## config.mk

```make
export PLATFORM = sky130hd
export DESIGN_NAME = serial_subtractor_8bit_flat
export DESIGN_NICKNAME = d
export VERILOG_FILES = /design/src/rtl/serial_subtractor_8bit_if.sv /design/src/rtl/serial_subtractor_8bit.sv /design/src/flat_wrapper.sv
export SDC_FILE = /design/constraint.sdc
export NUM_CORES = 1
export LEC_CHECK = 0
export ABC_CLOCK_PERIOD_IN_PS = 2750
export CORE_MARGIN = 2
export CORE_UTILIZATION = 40
export DETAILED_ROUTE_END_ITERATION = 16
export PLACE_DENSITY = 0.6
export REMOVE_ABC_BUFFERS = 1
export SYNTH_ARGS = -nofsm -noshare
export SYNTH_HDL_FRONTEND = slang
export SYNTH_SLANG_ARGS = --single-unit
```

## constraint.sdc

```tcl
create_clock -name clk -period 2.75 [get_ports clk]
set_input_delay 0.4125 -clock clk [delete_from_list [all_inputs] [get_ports clk]]
set_output_delay 0.4125 -clock clk [all_outputs]
set_load 0.01 [all_outputs]
```

## src/rtl/serial_subtractor_8bit_if.sv

```systemverilog
// Start/done request bus between a controller (master) and the serial subtractor (slave).
// SUB_OVERFLOW_FLAG_EN adds the signed-overflow flag ovf to the bus.
interface serial_subtractor_8bit_if #(
  parameter int WIDTH = 8
);
  logic             start;
  logic [WIDTH-1:0] a;
  logic [WIDTH-1:0] b;
  logic             bin;
  logic             busy;
  logic             done;
  logic [WIDTH-1:0] diff;
  logic             bout;
`ifdef SUB_OVERFLOW_FLAG_EN
  logic             ovf;

  modport master (output start, a, b, bin, input busy, done, diff, bout, ovf);
  modport slave  (input start, a, b, bin, output busy, done, diff, bout, ovf);
`else
  modport master (output start, a, b, bin, input busy, done, diff, bout);
  modport slave  (input start, a, b, bin, output busy, done, diff, bout);
`endif
endinterface

```

## src/rtl/serial_subtractor_8bit.sv

```systemverilog
// Bit-serial subtractor: diff = a - b - bin, LSB first, one bit per clock, start/done handshake.
// Optional macro SUB_OVERFLOW_FLAG_EN adds a registered two's-complement overflow flag (bus.ovf).
module serial_subtractor_8bit #(
  parameter int WIDTH = 8
) (
  input  logic                      clk,
  input  logic                      rst,
  serial_subtractor_8bit_if.slave   bus
);

  localparam int CW = (WIDTH > 1) ? $clog2(WIDTH) : 1;
  localparam logic [CW-1:0] LAST = CW'(WIDTH - 1);

  typedef enum logic [1:0] {IDLE, RUN, DONE} state_t;

  state_t           state_q, state_d;
  logic [WIDTH-1:0] a_sh_q, a_sh_d;
  logic [WIDTH-1:0] b_sh_q, b_sh_d;
  logic [WIDTH-1:0] res_q, res_d;
  logic [WIDTH-1:0] diff_q, diff_d;
  logic [CW-1:0]    cnt_q, cnt_d;
  logic             brw_q, brw_d;
  logic             busy_q, busy_d;
  logic             done_q, done_d;
  logic             bout_q, bout_d;
  logic             load;
  logic             finish;
  logic             diff_bit;

  // A new request is only accepted when no operation is in flight.
  assign load     = bus.start && (state_q == IDLE || state_q == DONE);
  assign finish   = (state_q == RUN) && (cnt_q == LAST);
  assign diff_bit = a_sh_q[0] ^ b_sh_q[0] ^ brw_q;

  always_comb begin
    state_d = state_q;
    a_sh_d  = a_sh_q;
    b_sh_d  = b_sh_q;
    res_d   = res_q;
    diff_d  = diff_q;
    cnt_d   = cnt_q;
    brw_d   = brw_q;
    busy_d  = busy_q;
    done_d  = 1'b0;
    bout_d  = bout_q;
    case (state_q)
      IDLE, DONE: begin
        if (load) begin
          a_sh_d  = bus.a;
          b_sh_d  = bus.b;
          brw_d   = bus.bin;
          res_d   = '0;
          cnt_d   = '0;
          busy_d  = 1'b1;
          state_d = RUN;
        end else begin
          state_d = IDLE;
        end
      end
      RUN: begin
        brw_d  = (~a_sh_q[0] & b_sh_q[0]) | (~(a_sh_q[0] ^ b_sh_q[0]) & brw_q);
        res_d  = {diff_bit, res_q[WIDTH-1:1]};
        a_sh_d = a_sh_q >> 1;
        b_sh_d = b_sh_q >> 1;
        cnt_d  = cnt_q + CW'(1);
        // Publish on the last bit so diff/bout never show partial results.
        if (finish) begin
          diff_d  = res_d;
          bout_d  = brw_d;
          done_d  = 1'b1;
          busy_d  = 1'b0;
          state_d = DONE;
        end
      end
      default: begin
        state_d = IDLE;
        busy_d  = 1'b0;
      end
    endcase
  end

  always_ff @(posedge clk or posedge rst) begin
    if (rst) begin
      state_q <= IDLE;
      a_sh_q  <= '0;
      b_sh_q  <= '0;
      res_q   <= '0;
      diff_q  <= '0;
      cnt_q   <= '0;
      brw_q   <= 1'b0;
      busy_q  <= 1'b0;
      done_q  <= 1'b0;
      bout_q  <= 1'b0;
    end else begin
      state_q <= state_d;
      a_sh_q  <= a_sh_d;
      b_sh_q  <= b_sh_d;
      res_q   <= res_d;
      diff_q  <= diff_d;
      cnt_q   <= cnt_d;
      brw_q   <= brw_d;
      busy_q  <= busy_d;
      done_q  <= done_d;
      bout_q  <= bout_d;
    end
  end

  assign bus.busy = busy_q;
  assign bus.done = done_q;
  assign bus.diff = diff_q;
  assign bus.bout = bout_q;

`ifdef SUB_OVERFLOW_FLAG_EN
  // Operand MSBs are consumed by the shifters, so keep the originals for the overflow test.
  logic a_msb_q, a_msb_d;
  logic b_msb_q, b_msb_d;
  logic ovf_q, ovf_d;

  always_comb begin
    a_msb_d = a_msb_q;
    b_msb_d = b_msb_q;
    ovf_d   = ovf_q;
    if (load) begin
      a_msb_d = bus.a[WIDTH-1];
      b_msb_d = bus.b[WIDTH-1];
    end
    if (finish)
      ovf_d = (a_msb_q != b_msb_q) && (diff_bit != a_msb_q);
  end

  always_ff @(posedge clk or posedge rst) begin
    if (rst) begin
      a_msb_q <= 1'b0;
      b_msb_q <= 1'b0;
      ovf_q   <= 1'b0;
    end else begin
      a_msb_q <= a_msb_d;
      b_msb_q <= b_msb_d;
      ovf_q   <= ovf_d;
    end
  end

  assign bus.ovf = ovf_q;
`endif

endmodule
```

## src/flat_wrapper.sv

```systemverilog
// flat-port wrapper written by rule: the top's interface ports become plain ports
module serial_subtractor_8bit_flat 
#(
  parameter int WIDTH = 8
)
  (clk, rst, bus_start, bus_a, bus_b, bus_bin, bus_busy, bus_done, bus_diff, bus_bout);
  serial_subtractor_8bit_if #(.WIDTH(WIDTH)) bus_i ();
  input  logic clk;
  input  logic rst;
  input wire logic [$bits(bus_i.start)-1:0] bus_start;
  input wire logic [$bits(bus_i.a)-1:0] bus_a;
  input wire logic [$bits(bus_i.b)-1:0] bus_b;
  input wire logic [$bits(bus_i.bin)-1:0] bus_bin;
  output wire logic [$bits(bus_i.busy)-1:0] bus_busy;
  output wire logic [$bits(bus_i.done)-1:0] bus_done;
  output wire logic [$bits(bus_i.diff)-1:0] bus_diff;
  output wire logic [$bits(bus_i.bout)-1:0] bus_bout;
  assign bus_i.start = bus_start;
  assign bus_i.a = bus_a;
  assign bus_i.b = bus_b;
  assign bus_i.bin = bus_bin;
  assign bus_busy = bus_i.busy;
  assign bus_done = bus_i.done;
  assign bus_diff = bus_i.diff;
  assign bus_bout = bus_i.bout;
  serial_subtractor_8bit #(.WIDTH(WIDTH)) u_core (.clk(clk), .rst(rst), .bus(bus_i));
endmodule
```

# Word-level counts from Yosys, hierarchy flattened
# Cells that the tools add are included.
[word_totals]
reg_bits = 41
inputBits = 20
output_inout_bits = 11
elab_cells = 50
[classes]
addsub = 1
n_eq_ne = 5
n_mux = 18
bitwise = 7
reduce_logical = 9
[op_table]
columns = ["operator", "n"]
rows = [
  ["$pmux 8 s2", 3],
  ["$mux 8", 3],
  ["$mux 1", 6],
  ["$pmux 3 s2", 1],
  ["$reduce_and 2->1", 3],
  ["$ne 2x1->1 const B", 2],
  ["$pmux 1 s2", 2],
  ["$pmux 2 s2", 1],
  ["$add 3x1->3 const B", 1],
  ["$eq 3x3->1 const B", 1],
  ["$mux 3", 1],
  ["$and 1x1->1", 2],
  ["$eq 2x1->1 const B", 1],
  ["$eq 2x2->1 const B", 1],
  ["$logic_and 1x1->1", 2],
  ["$logic_not 2->1", 1],
  ["$mux 2", 1],
  ["$not 1->1", 2],
  ["$reduce_bool 2->1", 1],
  ["$reduce_or 2->1", 1],
  ["$xor 1x1->1", 2],
  ["$logic_or 1x1->1", 1],
  ["$or 1x1->1", 1],
]

# Longest topological paths before layout
[depth]
depth_word = 5
depth_mapped = 6
ltp_nobuf = 5

# Least setup slack after synthesis
# Ideal clock, no wire load.
[synth_path]
kind = "register to register"
start = "register u_core.cnt_q[0]"
end = "register u_core.diff_q[0], in the netlist u_core.bus.diff[0]"
setup_ns = 0.125
arrival_time_ns = 1.314
required_ns = 2.625
slack_ns = 1.311
stages_incl_launch_ff = 6
path_buffers = 1
synth_period_minus_slack_ns = 1.439
path_cell_list = "dfrtp_1 ha_1 ha_1 nand3b_4 buf_6 mux2_2"
[synth_between]
elab_chain_len = 3
[synth_rtl]
columns = ["item", "line_no", "rtl"]
rows = [
  ["start: declaration", "serial_subtractor_8bit.sv:21", "logic [CW-1:0] cnt_q, cnt_d;"],
  ["start signal: assignment", "serial_subtractor_8bit.sv:100", "cnt_q <= cnt_d;"],
  ["$eq 3x3->1", "serial_subtractor_8bit.sv:32", "assign finish = (state_q == RUN) && (cnt_q == LAST);"],
  ["$logic_and 1x1->1", "serial_subtractor_8bit.sv:32", ""],
  ["$reduce_and 2->1 (no line)", "--", ""],
  ["end signal: assignment", "serial_subtractor_8bit.sv:99", "diff_q <= diff_d;"],
  ["end: declaration", "serial_subtractor_8bit.sv:20", "logic [WIDTH-1:0] diff_q, diff_d;"],
]
# No other way between the ends.
# A chain may end at the register's enable or synchronous reset.

# Worst setup path after layout
[layout_path]
start = "register u_core.busy_q, in the netlist u_core.bus.busy"
end = "output bus_busy"
[layout_rtl]
columns = ["item", "line_no", "rtl"]
rows = [
  ["start: declaration", "serial_subtractor_8bit.sv:23", "logic busy_q, busy_d;"],
  ["start signal: assignment", "serial_subtractor_8bit.sv:102", "busy_q <= busy_d;"],
  ["end: declaration", "flat_wrapper.sv:14", "output wire logic [$bits(bus_i.busy)-1:0] bus_busy;"],
]
# No word-level cell between the ends.

==> impl_metrics.tcl <==
set metrics [dict create \
    grt_start_max_net_pins 41 \
    endpoint "bus_busy" \
    synth-seq-area-share_pct 59.3 \
    post_cts_resized 0 \
    tritoncts "done" \
    nNetsFinal 193 \
    drv_slew 0 \
    row_count 23 \
    grt_pass1_vias 1150 \
    crit_buf_inv 1 \
    ys_seq_elements 40 \
    period_needed_ns 1.59 \
    ant_nets 0 \
    area_growth_pct 24.0 \
    clockBufferDepth 2 \
    grtUsageTotal_pct 15.4 \
    antenna_found_initial 0 \
    numCtsBuffers 5 \
    r2r_setup_slack_ns 1.18 \
    cp_slowest_cell "clkdlybuf4s50_1" \
    powerDensity_nw_per_um2 1120 \
    hp-start "u_core.bus.bout" \
    synth_warnings 0 \
    p_total_mw 2.35 \
    hold_slack_ns 0.482 \
    io_pins 31 \
    io_buffers 30 \
    postSynthCellCount 140 \
    reg2reg_to "u_core.b_sh_q[0]" \
    relSlewSlack_pct 61.9 \
    ctsHoldBuffers 0 \
    rsz0062_at_grt "no" \
    endpoint_kind "output pin" \
    cts.sinks 40 \
    vias 1155 \
    required_ns 2.34 \
    crit_path_start "u_core.bus.busy" \
    die_area_um2 4760 \
    synthesis.area_um2 1690 \
    drive_gt1_share_pct 13.5 \
    drc 0 \
    skew_ns 0.00606 \
    viasPerCell 5.25 \
    hold_viol 0 \
    dp_hpwl_mm 2.11 \
    hold_path_class "flop to flop" \
    cp_num_cells 1 \
    nFillCells 364 \
    start_util_pct 41.9 \
    path_clk_slew_ns 0.07 \
    cp_top_family "buffers and inverters" \
    finalSetupTns_ns 0 \
    critPathKind "flop to output pin" \
    htreeDepth 2 \
    core-area_um2 4030 \
    route.final.wire_length_mm 3.08 \
    ctsRootBufferMaster "clkbuf_8" \
    setup_viol 0 \
    rr_worst_depth 4 \
    p_leak_nw 0.935 \
    insertion_delay_ns 0.29 \
    synthDistinctLibCells 24 \
    fp.dieW_um 69.0 \
    wl_per_cell_um 14.0 \
    gp_congestion 0.757 \
    ir_drop_uv 447 \
    syn-mean-instance-area_um2 12.1 \
    crit_arrival_ns 1.18 \
    final.period_utilization_pct 57.9 \
    crit_chain "clkdlybuf4s50_1" \
    maxCapViolCount 0 \
    grt_overflow 0 \
    outcome "finished clean" \
    drt-initial-drc-count 57 \
    cts_setup_buffers 0 \
    diodes 0 \
    grt_pass1_wl_mm 5.29 \
    crit-reg2reg-launch "u_core.state_q[0]" \
    firstDrtPassIters 4 \
    cpPeakStageDelay_ns 0.54 \
    crit_path_start_kind "flop" \
    die_h_um 69.0 \
    worst-path-max-fanout 3 \
    worstMarginPinSlew_ns 0.572 \
    fmax_mhz 628 \
]
==> Yosys cell counts (all sizes together) <==
cell / instances / area, um2
buf: 9 / 68.8
a211oi: 2 / 15.0
inv: 5 / 18.8
nor2: 16 / 62.6
nand2b: 1 / 6.26
fa: 1 / 20.0
mux2: 10 / 113
nand3b: 1 / 20.0
o22ai: 13 / 81.3
nor3: 12 / 60.1
dfrtp: 40 / 1000
or2b: 1 / 11.3
ha: 2 / 25.0
a22o: 11 / 96.3
nand3: 1 / 5.00
nor2b: 3 / 18.8
nand2: 4 / 15.0
a21oi: 3 / 15.0
and2b: 1 / 10.0
mux2i: 1 / 10.0
o21ai: 3 / 15.0
==> cell type report <==
| type | instances | area (um2) | area share [%] |
|---|---|---|---|
| flip-flops and latches | 40 | 1000 | 47.8 |
| multi-input cells | 86 | 599 | 28.6 |
| repair buffers | 32 | 315 | 15.1 |
| clock buffers | 7 | 96.3 | 4.60 |
| well taps | 50 | 62.6 | 2.99 |
| inverters | 5 | 18.8 | 0.897 |
==> cells in the final DEF (no fill, tap or decap), types with 2 or more instances in the layout <==
master / netlist / layout
dfrtp_1: 40 / 40
clkdlybuf4s50_1: 0 / 30
nor2_1: 15 / 15
o22ai_1: 13 / 13
nor3_1: 12 / 12
a22o_1: 11 / 11
mux2_2: 10 / 10
clkbuf_8: 0 / 7
inv_1: 5 / 5
nand2_1: 4 / 4
nor2b_1: 3 / 3
o21ai_0: 3 / 3
a21oi_1: 3 / 3
a211oi_1: 2 / 2
ha_1: 2 / 2
buf_4: 2 / 2
==> worst min-delay path: stages (launching register included) <==
cell	delay, ns
dfrtp_1	0.34
nand2_1	0.05
o21ai_0	0.06
==> how the worst min path moves through the flow <==
stage / to / slack, ns / depth (start not counted)
after detailed placement: u_core.bus.bout / 0.47 / 2
after floorplan: u_core.res_q[1] / 0.46 / 1
after global routing: u_core.bus.bout / 0.50 / 2
after global placement: u_core.bus.bout / 0.46 / 2
final: u_core.bus.bout / 0.48 / 2
after CTS: u_core.bus.bout / 0.49 / 2
==> report_power, final <==
part           switching (mW)  leakage (nW)  internal, mW
registers               0.173         0.493         0.853
logic                   0.420         0.392         0.495
clock network           0.188        0.0503         0.223
total                   0.781         0.935          1.57
==> logic make-up (layout without fill, tap and decap cells) <==
kind of cell	after synthesis	after routing	synth area share, %
buffers and inverters	14	44	5.19
adders and majority gates	3	3	2.67
and+or+nand+nor	40	40	12.4
AOI/OAI and AO/OA	32	32	13.2
muxes	11	11	7.26
DFF	40	40	59.3
==> per-stage QoR <==
step,std cells,utilization (%),setup slack (ns),instance area [um2]
final,220,52.0,1.16,2090
after global routing,220,52.0,1.02,2090
after CTS,220,52.0,1.14,2090
after detailed placement,213,49.6,0.867,2000
after global placement,213,49.6,0.933,2000
after floorplan,131,-,0.829,1620
==> registers in the layout, indices dropped and copies added, names as in the netlist <==
signal	count
u_core.cnt_q	3
u_core.b_sh_q	8
u_core.brw_q	1
u_core.bus.done	1
u_core.bus.diff	8
u_core.bus.bout	1
u_core.a_sh_q	8
u_core.res_q	7
u_core.state_q	2
u_core.bus.busy	1
==> routing by layer <==
layer | track usage, % | share of wire, %
met4 | 4.41 | 1.3
met3 | 5.84 | 5.4
met2 | 25.1 | 48
met1 | 19.1 | 45
met5 | 0 | 0
Power figures use the tool's default switching activity.
==> RTL edit (config.mk and constraints unchanged) <==
The 3 states of `state_t` get a one-hot encoding in 3 bits.
--- a/src/rtl/serial_subtractor_8bit.sv
+++ b/src/rtl/serial_subtractor_8bit.sv
@@ -13,3 +13,3 @@
 
-  typedef enum logic [1:0] {IDLE, RUN, DONE} state_t;
+  typedef enum logic [2:0] {IDLE = 3'b001, RUN = 3'b010, DONE = 3'b100} state_t;
 
Formal check against the unedited RTL: no difference found for any inputs over 10 cycles, from zero or initial values and one cycle with rst high; not proved beyond that.
==> RTL edit against the original RTL <==
First-iteration DRC count rose to 2.6 times the old value. Routed wire length up 23%. Synthesized area up 8.8%. Setup slack worse by 270 ps. Cell area up 7.9%. Global-route usage up 0.80 points. Count of clock-buffer cells in the layout up 1. Sequential cell count up 1. Combinational power down 23%. Power down 15%. Critical path type is now flop to flop. Critical endpoint is now u_core.brw_q$_DFFE_PP0P_.
==> RTL edit: results (changes against the original RTL) <==
* H-tree depth at 2 (unchanged)
* Worst EP arrival at 2060 ps (was 1180 ps)
* Outcome: completed (unchanged)
* Slowest-stage cell, CP: or3b_1 (was clkdlybuf4s50_1)
* Worst hold path type: flop to flop (unchanged)
* YS warnings at 0 (unchanged)
* Drt pass-1 iters at 4 (unchanged)
* Clock buffer count from CTS at 5 (unchanged)
* DRT iter0 DRCs at 147 (was 57)
* Async S/R FF share, synth at 1.00 (unchanged)
* Max Root-Sink Buffers at 2 (unchanged)
* Worst path max stage delay at 810 ps (was 540 ps)
* Top cell type's share of synthesized area at 0.545 (was 0.593)
* ANT cells at 0 (unchanged)
* Hold wc startpoint: u_core.a_sh_q[1]$_DFFE_PP0P_ (was u_core.bus.bout$_DFFE_PP0P_)
* Sequential-to-total area share from yosys stat at 0.559 (was 0.593)
* CP Max Fanout at 30 (was 3)
* DR vias at 1428 (was 1155)
* Clk slew on worst S/H paths at 70 ps (about the same)
* Fin nets at 232 (was 193)
* Share of cells above drive strength 1 at 0.110 (was 0.135)
* Synth Area in Adders at 0.0245 (was 0.0267)
* Post-CTS sizing at 0 (unchanged)
* Worst-Skew Late Latency at 290 ps (about the same)
* Synth Area in Compound Gates at 0.114 (was 0.132)
* Total Routing Usage GR at 0.162 (was 0.154)
* Vias in the first global route at 1325 (was 1150)
* Static leakage at 0.979 nW (was 0.935 nW)
* CTS Root Cell: clkbuf_8 (unchanged)
* Post-DP HPWL at 2440 um (was 2110 um)
* Max_slew headroom at 0.317 (was 0.619)
* Critical path's top delay family: simple AND/OR/NAND/NOR gates (was buffers and inverters)
* MaxCap Viol Count at 0 (unchanged)
* Global-route wire length before repair at 6380 um (was 5290 um)
* Multiplexer share of the synthesized area at 0.0490 (was 0.0726)
* # Post-CTS Setup Buffers at 0 (unchanged)
* PortBufs at 30 (unchanged)
* Routability cong. at 0.727 (was 0.757)
* Fill cells at 382 (was 364)
* Clock Skew at 3.71 ps (was 6.06 ps)
* Dominant cells by area after synthesis: dfrtp_1 (54%), nand3_1 (8.4%), nand2_1 (7.2%) (was dfrtp_1 (59%), mux2_2 (6.7%), a22o_1 (5.7%))
* Largest net degree at the start of global routing at 42 (was 41)
* Beginning of the critical path: u_core.state_q[0]$_DFFE_PP1P_ (was u_core.bus.busy$_DFFE_PP0P_)
* Routed WL per cell at 14.5 um (was 14.0 um)
* Number of library cell types mapped by synthesis at 27 (was 24)
* Maximum vdd drop at 343 uV (was 447 uV)
* Synth cell count leaders: dfrtp_1 (40), nand2_1 (35), nand3_1 (31) (was dfrtp_1 (40), nor2_1 (15), o22ai_1 (13))
* XOR/XNOR Fraction of Synth Area at 0.0177 (was 0)
* Initial antenna violation count at 0 (unchanged)
RTL edit: final timing paths:
path / cells past startpoint / end / slack, ps
worst min-delay path: 2 / u_core.a_sh_q[0]$_DFFE_PP0P_ / 490
worst max register to register: 3 / u_core.brw_q$_DFFE_PP0P_ / 890
worst max-delay path: 3 / u_core.brw_q$_DFFE_PP0P_ / 890
worst min register to register: 2 / u_core.a_sh_q[0]$_DFFE_PP0P_ / 490
max in group asynchronous: 3 / u_core.state_q[0]$_DFFE_PP1P_ / 1830
min in group asynchronous: 3 / u_core.b_sh_q[1]$_DFFE_PP0P_ / 550
RTL edit: metal layers:
| metal | track usage | wire length [um] | up-vias |
|---|---|---|---|
| met5 | 0 | 0 | - |
| met4 | 0.0713 | 54 | 0 |
| met3 | 0.0464 | 255 | 4 |
| met2 | 0.244 | 1740 | 65 |
| met1 | 0.219 | 1740 | 681 |
| li1 | - | - | 678 |
RTL edit: area by class of cell:
cell class,count,share of cell area
multi-input combinational,120,0.320
timing repair buffer,36,0.153
sequential,41,0.455
inverter,5,0.00831
tap,52,0.0288
clock buffer,8,0.0354
RTL edit: worst register-to-register path, cell delays in order, from the launching register on:
cell,delay (ps)
dfstp_2,610
or3b_1,810
o211ai_1,210
o211ai_1,140
RTL edit: through the flow:
step	worst slack (ps)	cell area, um^2	std cells
5_1_grt	729	2260	262
2_1_floorplan	1170	1770	166
3_3_place_gp	890	2180	254
3_5_place_dp	832	2180	254
4_1_cts	879	2260	262
6_report	890	2260	262
RTL edit: power breakdown:
group	total, mW	internal [mW]	switching (mW)
clock	0.374	0.180	0.193
sequential	0.914	0.793	0.121
combinational	0.708	0.301	0.407
